[src/rtl/alu_seq_pkg.sv]
// Shared opcodes, FSM state encoding and flag bit positions for the alu_seq block.
package alu_seq_pkg;

    localparam logic [3:0] OP_NOP  = 4'd0;
    localparam logic [3:0] OP_LOAD = 4'd1;
    localparam logic [3:0] OP_NOT  = 4'd2;
    localparam logic [3:0] OP_XOR  = 4'd3;
    localparam logic [3:0] OP_OR   = 4'd4;
    localparam logic [3:0] OP_AND  = 4'd5;
    localparam logic [3:0] OP_SUB  = 4'd6;
    localparam logic [3:0] OP_ADD  = 4'd7;
    localparam logic [3:0] OP_MULT = 4'd8;
    localparam logic [3:0] OP_SHL  = 4'd9;
    localparam logic [3:0] OP_SHR  = 4'd10;

    typedef enum logic [1:0] {
        ST_OFF  = 2'd0,
        ST_IDLE = 2'd1,
        ST_MUL  = 2'd2
    } state_t;

    // flags output is packed as {Z,N,C,V}
    localparam int FLG_Z = 3;
    localparam int FLG_N = 2;
    localparam int FLG_C = 1;
    localparam int FLG_V = 0;

endpackage

[src/rtl/alu_seq_mult.sv]
// Iterative shift-add unsigned multiplier: N steps after start, done_o marks the final step
// and lo_o/hi_o carry the completed product during that cycle. abort_i drops a run silently.
module seq_mult #(
    parameter int N = 8
) (
    input  logic         clk,
    input  logic         rst_n,
    input  logic         start_i,
    input  logic         abort_i,
    input  logic [N-1:0] a_i,
    input  logic [N-1:0] b_i,
    output logic         done_o,
    output logic [N-1:0] lo_o,
    output logic [N-1:0] hi_o
);

    localparam int CW = (N > 1) ? $clog2(N) : 1;

    logic [2*N-1:0] mcand_q;
    logic [2*N-1:0] prod_q;
    logic [2*N-1:0] prod_d;
    logic [N-1:0]   mplier_q;
    logic [CW-1:0]  cnt_q;
    logic           run_q;

    assign prod_d = prod_q + (mplier_q[0] ? mcand_q : '0);
    assign done_o = run_q && (cnt_q == CW'(N - 1));
    assign lo_o   = prod_d[N-1:0];
    assign hi_o   = prod_d[2*N-1:N];

    always_ff @(posedge clk or negedge rst_n) begin
        if (!rst_n) begin
            mcand_q  <= '0;
            prod_q   <= '0;
            mplier_q <= '0;
            cnt_q    <= '0;
            run_q    <= 1'b0;
        end else if (abort_i) begin
            run_q <= 1'b0;
        end else if (start_i) begin
            mcand_q  <= {{N{1'b0}}, a_i};
            mplier_q <= b_i;
            prod_q   <= '0;
            cnt_q    <= '0;
            run_q    <= 1'b1;
        end else if (run_q) begin
            prod_q   <= prod_d;
            mcand_q  <= mcand_q << 1;
            mplier_q <= mplier_q >> 1;
            cnt_q    <= cnt_q + 1'b1;
            if (done_o) begin
                run_q <= 1'b0;
            end
        end
    end

endmodule

[src/rtl/alu_seq.sv]
// Multi-accumulator sequential ALU with power control and a multi-cycle multiplier.
// Define ALU_SEQ_SHIFT_EN to add SHL (opcode 9) and SHR (opcode 10).
module alu_seq
    import alu_seq_pkg::*;
#(
    parameter  int N    = 8,
    parameter  int NACC = 4,
    localparam int SELW = (NACC > 1) ? $clog2(NACC) : 1
) (
    input  logic            clk,
    input  logic            rst_n,
    input  logic            on,
    input  logic            off,
    input  logic            op_valid,
    output logic            op_ready,
    input  logic [3:0]      op,
    input  logic [SELW-1:0] acc_sel,
    input  logic [N-1:0]    in_data,
    input  logic [SELW-1:0] rd_sel,
    output logic [N-1:0]    out,
    output logic [3:0]      flags,
    output logic            busy,
    output logic            done,
    output logic            illegal,
    output logic            pwr
);

    state_t          state_q;
    logic [N-1:0]    acc_q [NACC];
    logic [N-1:0]    acc_d [NACC];
    logic [3:0]      flags_q;
    logic [3:0]      flags_d;
    logic [N-1:0]    out_q;
    logic            done_q;
    logic            illegal_q;
    logic [SELW-1:0] mul_sel_q;

    logic            go_off;
    logic            accept;
    logic            out_off_d;
    logic [N-1:0]    opa;
    logic [N:0]      sum_w;
    logic [N:0]      diff_w;
    logic [N-1:0]    alu_res;
    logic            alu_c;
    logic            alu_v;
    logic            alu_wr;
    logic            alu_fwr;
    logic            alu_illegal;
    logic [3:0]      alu_flags;
    logic [3:0]      mul_flags;
    logic            mul_start;
    logic            mul_done;
    logic [N-1:0]    mul_lo;
    logic [N-1:0]    mul_hi;

    // on beats off; an op is only taken in a cycle with no power request
    assign go_off    = !on && off;
    assign accept    = op_valid && (state_q == ST_IDLE) && !on && !off;
    assign out_off_d = !on && (off || (state_q == ST_OFF));
    assign mul_start = accept && (op == OP_MULT);
    assign opa       = acc_q[acc_sel];

`ifdef ALU_SEQ_SHIFT_EN
    logic [N-1:0] sh_amt;
    assign sh_amt = in_data % N'(N);
`endif

    always_comb begin
        sum_w       = {1'b0, opa} + {1'b0, in_data};
        diff_w      = {1'b0, opa} - {1'b0, in_data};
        alu_res     = opa;
        alu_c       = 1'b0;
        alu_v       = 1'b0;
        alu_wr      = 1'b0;
        alu_fwr     = 1'b0;
        alu_illegal = 1'b0;
        case (op)
            OP_NOP:  ;
            OP_LOAD: begin alu_res = in_data;       alu_wr = 1'b1; alu_fwr = 1'b1; end
            OP_NOT:  begin alu_res = ~opa;          alu_wr = 1'b1; alu_fwr = 1'b1; end
            OP_XOR:  begin alu_res = opa ^ in_data; alu_wr = 1'b1; alu_fwr = 1'b1; end
            OP_OR:   begin alu_res = opa | in_data; alu_wr = 1'b1; alu_fwr = 1'b1; end
            OP_AND:  begin alu_res = opa & in_data; alu_wr = 1'b1; alu_fwr = 1'b1; end
            OP_SUB: begin
                alu_res = diff_w[N-1:0];
                alu_c   = diff_w[N];
                alu_v   = (opa[N-1] != in_data[N-1]) && (diff_w[N-1] != opa[N-1]);
                alu_wr  = 1'b1;
                alu_fwr = 1'b1;
            end
            OP_ADD: begin
                alu_res = sum_w[N-1:0];
                alu_c   = sum_w[N];
                alu_v   = (opa[N-1] == in_data[N-1]) && (sum_w[N-1] != opa[N-1]);
                alu_wr  = 1'b1;
                alu_fwr = 1'b1;
            end
            OP_MULT: ;
`ifdef ALU_SEQ_SHIFT_EN
            // the extra bit on each side catches the last bit shifted out
            OP_SHL: begin {alu_c, alu_res} = {1'b0, opa} << sh_amt; alu_wr = 1'b1; alu_fwr = 1'b1; end
            OP_SHR: begin {alu_res, alu_c} = {opa, 1'b0} >> sh_amt; alu_wr = 1'b1; alu_fwr = 1'b1; end
`endif
            default: alu_illegal = 1'b1;
        endcase
        alu_flags        = '0;
        alu_flags[FLG_Z] = (alu_res == '0);
        alu_flags[FLG_N] = alu_res[N-1];
        alu_flags[FLG_C] = alu_c;
        alu_flags[FLG_V] = alu_v;
    end

    always_comb begin
        mul_flags        = '0;
        mul_flags[FLG_Z] = (mul_lo == '0);
        mul_flags[FLG_N] = mul_lo[N-1];
        mul_flags[FLG_C] = |mul_hi;
        mul_flags[FLG_V] = |mul_hi;
    end

    seq_mult #(.N(N)) u_mult (
        .clk     (clk),
        .rst_n   (rst_n),
        .start_i (mul_start),
        .abort_i (go_off),
        .a_i     (opa),
        .b_i     (in_data),
        .done_o  (mul_done),
        .lo_o    (mul_lo),
        .hi_o    (mul_hi)
    );

    always_comb begin
        acc_d   = acc_q;
        flags_d = flags_q;
        if (go_off) begin
            for (int i = 0; i < NACC; i++) begin
                acc_d[i] = '0;
            end
            flags_d = '0;
        end else if (accept) begin
            if (alu_wr) begin
                acc_d[acc_sel] = alu_res;
            end
            if (alu_fwr) begin
                flags_d = alu_flags;
            end
        end else if ((state_q == ST_MUL) && mul_done) begin
            acc_d[mul_sel_q] = mul_lo;
            flags_d          = mul_flags;
        end
    end

    always_ff @(posedge clk or negedge rst_n) begin
        if (!rst_n) begin
            for (int i = 0; i < NACC; i++) begin
                acc_q[i] <= '0;
            end
            flags_q <= '0;
            out_q   <= '0;
        end else begin
            acc_q   <= acc_d;
            flags_q <= flags_d;
            out_q   <= out_off_d ? '0 : acc_d[rd_sel];
        end
    end

    always_ff @(posedge clk or negedge rst_n) begin
        if (!rst_n) begin
            state_q   <= ST_IDLE;
            done_q    <= 1'b0;
            illegal_q <= 1'b0;
            mul_sel_q <= '0;
        end else begin
            done_q    <= 1'b0;
            illegal_q <= 1'b0;
            case (state_q)
                ST_OFF: begin
                    if (on) begin
                        state_q <= ST_IDLE;
                    end
                end
                ST_IDLE: begin
                    if (go_off) begin
                        state_q <= ST_OFF;
                    end else if (accept) begin
                        if (op == OP_MULT) begin
                            state_q   <= ST_MUL;
                            mul_sel_q <= acc_sel;
                        end else begin
                            done_q    <= 1'b1;
                            illegal_q <= alu_illegal;
                        end
                    end
                end
                ST_MUL: begin
                    if (go_off) begin
                        state_q <= ST_OFF;
                    end else if (mul_done) begin
                        state_q <= ST_IDLE;
                        done_q  <= 1'b1;
                    end
                end
                default: state_q <= ST_IDLE;
            endcase
        end
    end

    assign op_ready = (state_q == ST_IDLE);
    assign busy     = (state_q == ST_MUL);
    assign pwr      = (state_q != ST_OFF);
    assign out      = out_q;
    assign flags    = flags_q;
    assign done     = done_q;
    assign illegal  = illegal_q;

endmodule

[config.mk]
export PLATFORM = sky130hd
export DESIGN_NAME = alu_seq
export DESIGN_NICKNAME = d
export VERILOG_FILES = /design/src/rtl/alu_seq_pkg.sv /design/src/rtl/alu_seq_mult.sv /design/src/rtl/alu_seq.sv
export SDC_FILE = /design/constraint.sdc
export NUM_CORES = 1
export LEC_CHECK = 0
export ABC_AREA = 1
export BUFFER_PORTS_ARGS = -buffer_cell sky130_fd_sc_hd__buf_4
export CAP_MARGIN = 5
export CORE_MARGIN = 2
export CORE_UTILIZATION = 60
export CTS_BUF_LIST = sky130_fd_sc_hd__clkbuf_2
export DETAILED_ROUTE_END_ITERATION = 8
export PLACE_DENSITY = 0.78
export SLEW_MARGIN = 20
export SYNTH_ARGS = -nofsm -noshare
export SYNTH_HDL_FRONTEND = slang
export SYNTH_HIERARCHICAL = 1
export SYNTH_SLANG_ARGS = --single-unit
[constraint.sdc]
create_clock -name clk -period 3.11 [get_ports clk]
set_clock_uncertainty 0.1 [all_clocks]
set_input_delay 0.622 -clock clk [delete_from_list [all_inputs] [get_ports clk]]
set_output_delay 0.622 -clock clk [all_outputs]
set_load 0.03 [all_outputs]
=== Yosys cells after proc, flatten, opt, wreduce, memory -nomap -nowiden ===
Index checks and enable logic that the tools add are counted.

* Flip-flop bits (word level): 94
* Input bits: 21

* $add $sub $neg: 4
* $lt $le $gt $ge: 5
* Eq/ne operators: 20
* Multiplexer cells: 56
* Bitwise gates (word level): 8
* Reduce and logical (&&, ||, !) cells: 29

{| class="wikitable"
|+ Operators by type and width
! kind !! number
|-
| 32-bit two-way mux || 4
|-
| 16-bit two-way mux || 5
|-
| 8-bit two-way mux || 9
|-
| 32-bit bitwise mux || 2
|-
| 8-bit one-hot mux with 7 select lines || 1
|-
| 8-bit binary-select mux with 2-bit select || 2
|-
| 8-bit demux with 2-bit select || 2
|-
| 16-bit adder || 1
|-
| 4-bit by 3-bit equality test with 1-bit output (second input constant) || 4
|-
| 8-bit zero test || 2
|-
| 4-bit two-way mux || 4
|-
| 8-bit OR reduction || 2
|-
| 1-bit two-way mux || 15
|-
| 1-bit logical AND || 12
|-
| 2-bit two-way mux || 6
|-
| 8-bit by 8-bit adder with 9-bit output || 1
|-
| 3-bit >= comparator (second input constant) || 3
|-
| 3-bit by 1-bit inequality test with 1-bit output (second input constant) || 3
|-
| 2-bit inverter with 3-bit output || 3
|-
| 8-bit by 8-bit subtractor with 9-bit output || 1
|-
| 8-bit AND || 1
|-
| 4-bit by 2-bit equality test with 1-bit output (second input constant) || 2
|-
| 8-bit inverter || 1
|-
| 8-bit OR || 1
|-
| other kinds (25) || 35
|}

=== Longest topological paths before layout ===
* Word-level depth: 14
* Mapped depth: 21
* Mapped depth without buffers: 21

=== Modules after synthesis ===
Netlist, hierarchy kept.

{| class="wikitable"
|+ By module, submodules not included
! module !! instances !! cells each !! area an instance (um^2)
|-
| alu_seq || 1 || 794 || 4957.3
|-
| seq_mult || 1 || 397 || 2876.5
|}

=== Worst setup path after synthesis ===
OpenSTA, ideal clock, no wires.

* Kind: input to register
* Start: input acc_sel[1]
* End: register out_q[6] (netlist: out[6])
* Setup time: 0.117 ns
* Data arrival time: 2.828 ns
* Slack: 0.065 ns
* Cell stages on the path: 19
* Buffers on the path: 0
* Cell sequence: nor2_1 inv_1 o21a_1 nand2_1 inv_1 fa_1 nand3b_1 nand2_1 nand2_1 nand2_1 nand2_1 nand3_1 nand3_2 nand2_1 nand2_1 nand3b_1 nand2_1 nor2_1 nor2_1

* Word-level cells in the longest chain between the ends: 14

{| class="wikitable"
|+ Ends and longest elaborated chain
! element !! line !! text
|-
| from (decl) || alu_seq.sv:17 || <nowiki>input logic [SELW-1:0] acc_sel,</nowiki>
|-
| 2-bit inverter with 3-bit output (implied by the code) * || alu_seq.sv:62 || <nowiki>assign opa = acc_q[acc_sel];</nowiki>
|-
| 8-bit binary-select mux with 2-bit select * || alu_seq.sv:62 ||
|-
| 8-bit two-way mux (implied by the code) * (2 in a row) || alu_seq.sv:62 ||
|-
| via opa[1] || alu_seq.sv:41 || <nowiki>logic [N-1:0] opa;</nowiki>
|-
| 8-bit by 8-bit adder with 9-bit output / 8-bit by 8-bit subtractor with 9-bit output (equally long branches) || alu_seq.sv:70, alu_seq.sv:71 ||
|-
| 8-bit one-hot mux with 7 select lines * || alu_seq.sv:78 || <nowiki>case (op)</nowiki>
|-
| 32-bit bitwise mux * || alu_seq.sv:144 || <nowiki>acc_d[acc_sel] = alu_res;</nowiki>
|-
| 32-bit two-way mux * || alu_seq.sv:143 || <nowiki>if (alu_wr) begin</nowiki>
|-
| 32-bit two-way mux * || alu_seq.sv:142 || <nowiki>end else if (accept) begin</nowiki>
|-
| 32-bit two-way mux * || alu_seq.sv:137 || <nowiki>if (go_off) begin</nowiki>
|-
| 8-bit binary-select mux with 2-bit select * || alu_seq.sv:165 || <nowiki>out_q <= out_off_d ? '0 : acc_d[rd_sel];</nowiki>
|-
| 8-bit two-way mux (implied by the code) * (2 in a row) || alu_seq.sv:165 ||
|-
| 8-bit two-way mux * || alu_seq.sv:165 ||
|-
| to (signal assigned) || alu_seq.sv:165 ||
|-
| to (decl) || alu_seq.sv:33 || <nowiki>logic [N-1:0] out_q;</nowiki>
|}

The timed path passes the listed nets; every way through them passes the cells marked *. The select of a mux whose other input is x is not followed.
A chain may end at the register's enable or synchronous reset.

=== Worst setup path in the final report ===
* Start: register u_mult.mplier_q[0]
* End: register flags_q[0] (netlist: flags[0])

* Word-level cells in the longest chain between the ends: 6

{| class="wikitable"
|+ Ends and longest elaborated chain
! element !! line !! text
|-
| from (decl) || alu_seq_mult.sv:22 || <nowiki>logic [N-1:0] mplier_q;</nowiki>
|-
| from (signal assigned) || alu_seq_mult.sv:42 || <nowiki>mplier_q <= b_i;</nowiki>
|-
| from (signal assigned) || alu_seq_mult.sv:49 || <nowiki>mplier_q <= mplier_q >> 1;</nowiki>
|-
| 16-bit two-way mux || alu_seq_mult.sv:26 || <nowiki>assign prod_d = prod_q + (mplier_q[0] ? mcand_q : '0);</nowiki>
|-
| 16-bit adder || alu_seq_mult.sv:26 ||
|-
| via mul_hi[4] || alu_seq.sv:55 || <nowiki>logic [N-1:0] mul_hi;</nowiki>
|-
| 8-bit OR reduction || alu_seq.sv:119 || <nowiki>mul_flags[FLG_V] = |mul_hi;</nowiki>
|-
| 4-bit two-way mux || alu_seq.sv:149 || <nowiki>end else if ((state_q == ST_MUL) && mul_done) begin</nowiki>
|-
| 4-bit two-way mux || alu_seq.sv:142 ||
|-
| 4-bit two-way mux || alu_seq.sv:137 ||
|-
| to (signal assigned) || alu_seq.sv:164 || <nowiki>flags_q <= flags_d;</nowiki>
|-
| to (decl) || alu_seq.sv:31 || <nowiki>logic [3:0] flags_q;</nowiki>
|}

The timed path passes the listed nets, and every way through them passes these cells. The select of a mux whose other input is x is not followed.

==> impl_metrics.prom <==
# TYPE chip_impl_metric gauge
chip_impl_info{name="status",value="complete, no violations"} 1
chip_impl_metric{name="gp_congestion",unit=""} 1.05
chip_impl_metric{name="vias_per_cell",unit=""} 5.75
chip_impl_metric{name="post-route-period-util",unit="%"} 93.8
chip_impl_metric{name="synth_cells",unit=""} 1191
chip_impl_metric{name="fin_cells",unit=""} 1481
chip_impl_metric{name="design.die.area",unit="um2"} 14000
chip_impl_metric{name="cts_made_buffers",unit=""} 9
chip_impl_info{name="synth-main-ff-cell",value="dfrtp_1"} 1
chip_impl_metric{name="dp_hpwl",unit="um"} 19400
chip_impl_metric{name="total_switching_power",unit="uW"} 2930
chip_impl_metric{name="worstPathMaxFanout",unit=""} 3
chip_impl_metric{name="p_per_area",unit="nW/um2"} 662
chip_impl_info{name="tritoncts_clock_tree",value="built"} 1
chip_impl_info{name="worstSetupStartpointType",value="register"} 1
chip_impl_metric{name="max_clock_freq",unit="MHz"} 343
chip_impl_metric{name="setup_viol_count_final",unit=""} 0
chip_impl_metric{name="place.port_buffers",unit=""} 37
chip_impl_metric{name="drt_pass1_iterations",unit=""} 6
chip_impl_metric{name="die_x",unit="um"} 118
chip_impl_metric{name="clk_pin_slew_worst_paths",unit="ns"} 0.30
chip_impl_metric{name="grt_usage",unit="%"} 36.7
chip_impl_info{name="worst_hold_path_type",value="in -> reg"} 1
chip_impl_metric{name="postSynthAreaPerCell",unit="um2"} 6.58
chip_impl_metric{name="routed-wl-met3",unit="um"} 2930
chip_impl_metric{name="grt_first_pass_wirelength",unit="um"} 40800
chip_impl_metric{name="layout_min_cycle_time",unit="ns"} 2.92
chip_impl_metric{name="async_flop_share",unit="%"} 100
chip_impl_info{name="cts_root_buf",value="clkbuf_2"} 1
chip_impl_info{name="timing.setup.critical_path_class",value="reg -> reg"} 1
chip_impl_metric{name="area_growth_syn_to_layout",unit="%"} 17.1
chip_impl_metric{name="maximum_number_of_pins_on_one_net_before_global_route_repair",unit=""} 48
chip_impl_metric{name="crit_required",unit="ns"} 3.59
chip_impl_metric{name="share_clk_of_total_power",unit="%"} 12.0
chip_impl_metric{name="ys_warn_count",unit=""} 6
chip_impl_metric{name="synth-edff-count",unit=""} 0
chip_impl_metric{name="max-clock-path-buffers",unit=""} 2
chip_impl_metric{name="overflow",unit=""} 0
chip_impl_metric{name="ctsHtreeMaxLevel",unit=""} 3
chip_impl_metric{name="route.final.wire_length",unit="um"} 25400
chip_impl_metric{name="combPwrFrac",unit="%"} 56.8
chip_impl_metric{name="slew_violations",unit=""} 0
chip_impl_metric{name="power.switching_fraction",unit="%"} 48.2
chip_impl_metric{name="power.sequential.fraction",unit="%"} 31.2
chip_impl_metric{name="initial_antenna_violation_count",unit=""} 1
chip_impl_metric{name="post_route_cells_drive_above_1_share",unit="%"} 16.7
chip_impl_metric{name="final_net_count",unit=""} 1375
chip_impl_metric{name="core_area",unit="um2"} 12700
chip_impl_metric{name="floorplan.die.height",unit="um"} 118
chip_impl_metric{name="met2_wirelength",unit="um"} 11300
chip_impl_metric{name="power.leakage",unit="uW"} 0.00504
chip_impl_metric{name="max_cap_violations",unit=""} 0
chip_impl_metric{name="cts_sinks",unit=""} 94
chip_impl_metric{name="wl_per_cell",unit="um"} 17.2
chip_impl_info{name="cp_capture_type",value="register"} 1
chip_impl_metric{name="netlist_area_before_placement",unit="um2"} 7830
chip_impl_metric{name="slew_headroom",unit="%"} 55.8
chip_impl_metric{name="num-fill-cells",unit=""} 1097
chip_impl_metric{name="remaining_drc_errors",unit=""} 0
chip_impl_metric{name="route.vias.total",unit=""} 8510
chip_impl_metric{name="row_count",unit=""} 41
chip_impl_info{name="top_routing_layer_used",value="met4"} 1
chip_impl_metric{name="max-vdd-ir-drop",unit="mV"} 0.302
chip_impl_metric{name="postLayoutCoreUtil",unit="%"} 72.4
chip_impl_metric{name="postRouteAntennaNets",unit=""} 0
chip_impl_metric{name="worstMarginPinSlew",unit="ns"} 0.661
chip_impl_metric{name="post_synth_num_cell_types",unit=""} 47
chip_impl_metric{name="hold_viol_final",unit=""} 0
chip_impl_metric{name="synth-seq-area-share",unit="%"} 30.0
chip_impl_metric{name="vias_in_the_first_global_route",unit=""} 7959
chip_impl_metric{name="timing.critical_path.arrival",unit="ns"} 3.40
chip_impl_metric{name="fin_worst_hold_slack",unit="ns"} 0.139
chip_impl_metric{name="initial_utilization",unit="%"} 61.8
chip_impl_metric{name="placedCellCount",unit=""} 1459
chip_impl_metric{name="yosys_register_bits",unit=""} 94
chip_impl_metric{name="clk-insertion-delay-late",unit="ns"} 0.66
chip_impl_metric{name="iteration_0_drc_markers",unit=""} 1190
chip_impl_metric{name="ioPinCount",unit=""} 38
chip_impl_metric{name="power.internal",unit="uW"} 3140
chip_impl_metric{name="wl_met1",unit="um"} 10400
chip_impl_metric{name="synthesis.nets",unit=""} 1263
-- cells by family after synthesis --
| group | Yosys count | share of synthesized area (%) |
|---|---|---|
| AO/OA/AOI/OAI | 203 | 15.0 |
| buffers and inverters | 209 | 10.6 |
| adder cells (fa/ha/maj) | 51 | 8.43 |
| XOR/XNOR | 12 | 1.34 |
| flip-flops | 94 | 30.0 |
| AND/OR/NAND/NOR | 622 | 34.6 |
-- metal layers --
metal	vias up	GRT usage [%]
li1	4054	-
met1	3886	49.4
met2	477	56.8
met3	93	10.5
met4	0	12.7
met5	-	0
-- worst paths after layout --
check | start | to | slack, ns | depth (start not counted)
worst max-delay path | u_mult/mplier_q[0] | flags[0] | 0.19 | 14
worst min-delay path | in_data[5] | u_mult/mplier_q[5] | 0.14 | 3
worst max register to register | u_mult/mplier_q[0] | flags[0] | 0.19 | 14
worst min register to register | u_mult/cnt_q[0] | u_mult/cnt_q[0] | 0.43 | 1
max in group asynchronous | rst_n | u_mult/cnt_q[1] | 1.82 | 3
min in group asynchronous | rst_n | acc_q[13] | 0.36 | 2
-- power groups by stage --
stage               combinational (uW)  sequential, uW  clock, uW
finish                            3450            1900        727
CTS                               3310            1870        732
floorplan                         2080            1890          0
global placement                  3220            1890          0
detailed placement                3280            1900          0
global route                      3810            1930        775
-- placed cells by master, fill, tap and decap left out, drive strengths merged, types with 5 or more instances in the layout --
master  synthesis  routed
ha             48      48
a22oi           6       6
o22ai           8       8
o211ai         17      17
nand3b         17      17
buf            14     134
nand3          99      99
nand4           8       8
xor2           11      11
inv           175     179
nor3            9       9
nor2           82      82
a21oi          99      99
nand2         395     395
a22o            6       6
o21ai          53      53
a21boi          5       5
dfrtp          93      93
clkbuf         20       9
and2            8       8
-- flip-flops by register name, indices dropped and copies added (netlist names) --
| signal | cells |
|---|---|
| done | 1 |
| flags | 4 |
| mul_sel_q | 2 |
| u_mult/mplier_q | 8 |
| out | 8 |
| u_mult/cnt_q | 3 |
| u_mult/mcand_q | 16 |
| state_q | 2 |
| u_mult/run_q | 1 |
| illegal | 1 |
| acc_q | 32 |
| u_mult/prod_q | 16 |
-- final cells by class --
cell class	count	area, um2	share of cell area, %
inverter	175	659	7.19
tap	172	215	2.35
clock inverter	7	90.1	0.982
sequential	94	2360	25.7
clock buffer	9	45.0	0.491
timing repair buffer	135	1040	11.3
multi-input combinational	888	4760	51.9
antenna	1	2.50	0.0273
-- metrics by stage --
stage / setup TNS [ns] / setup WS [ns] / total power, uW / instance area, um2
2_1_floorplan: 0 / 0.0648 / 3980 / 7830
3_3_place_gp: -4.85 / -0.542 / 5110 / 8880
3_5_place_dp: -6.34 / -0.562 / 5180 / 8880
4_1_cts: 0 / 0.0362 / 5910 / 9040
5_1_grt: -0.00504 / -0.00504 / 6520 / 9170
6_report: 0 / 0.194 / 6070 / 9170
-- synth_stat cells, types with 6 or more instances --
library cell / number / area share [%]
clkbuf_1: 20 / 0.96
nand2_1: 391 / 19
nand3_1: 95 / 6.1
nor2_1: 72 / 3.4
o21ai_1: 22 / 1.4
nand3b_1: 17 / 1.6
nor3_1: 6 / 0.38
nand4_1: 6 / 0.48
o211ai_1: 15 / 1.4
dfrtp_1: 93 / 30
inv_2: 10 / 0.48
and2_1: 8 / 0.64
inv_1: 164 / 7.9
ha_1: 48 / 7.7
buf_2: 10 / 0.64
o21ai_0: 30 / 1.9
o22ai_1: 8 / 0.64
xor2_1: 11 / 1.2
a22o_1: 6 / 0.67
a21oi_1: 95 / 6.1
a22oi_1: 6 / 0.57
-- critical path, stage by stage (launching register included) --
cell and delay, ns:
dfrtp_1 0.47, nand2_1 0.08, inv_1 0.05, ha_1 0.21, fa_1 0.46, nand3_1 0.11, nand3_1 0.12, nand2_1 0.09
nand2_1 0.08, nand2_1 0.10, nand3_1 0.09, and2_1 0.18, nor4_2 0.32, a31oi_1 0.19, a22o_1 0.24
-- what timing repair did --
| item | 4_1_cts | 5_1_grt |
|---|---|---|
| gates resized for setup | 4 | 28 |
| pin swaps | 0 | 6 |
| endpoints found under the setup margin | 1 | 11 |
| hold buffers | 1 | 0 |
| buffers inserted | 0 | 4 |
| endpoints found under the hold margin | 43 | 0 |
Note: power is estimated with default switching activity, not from simulation.
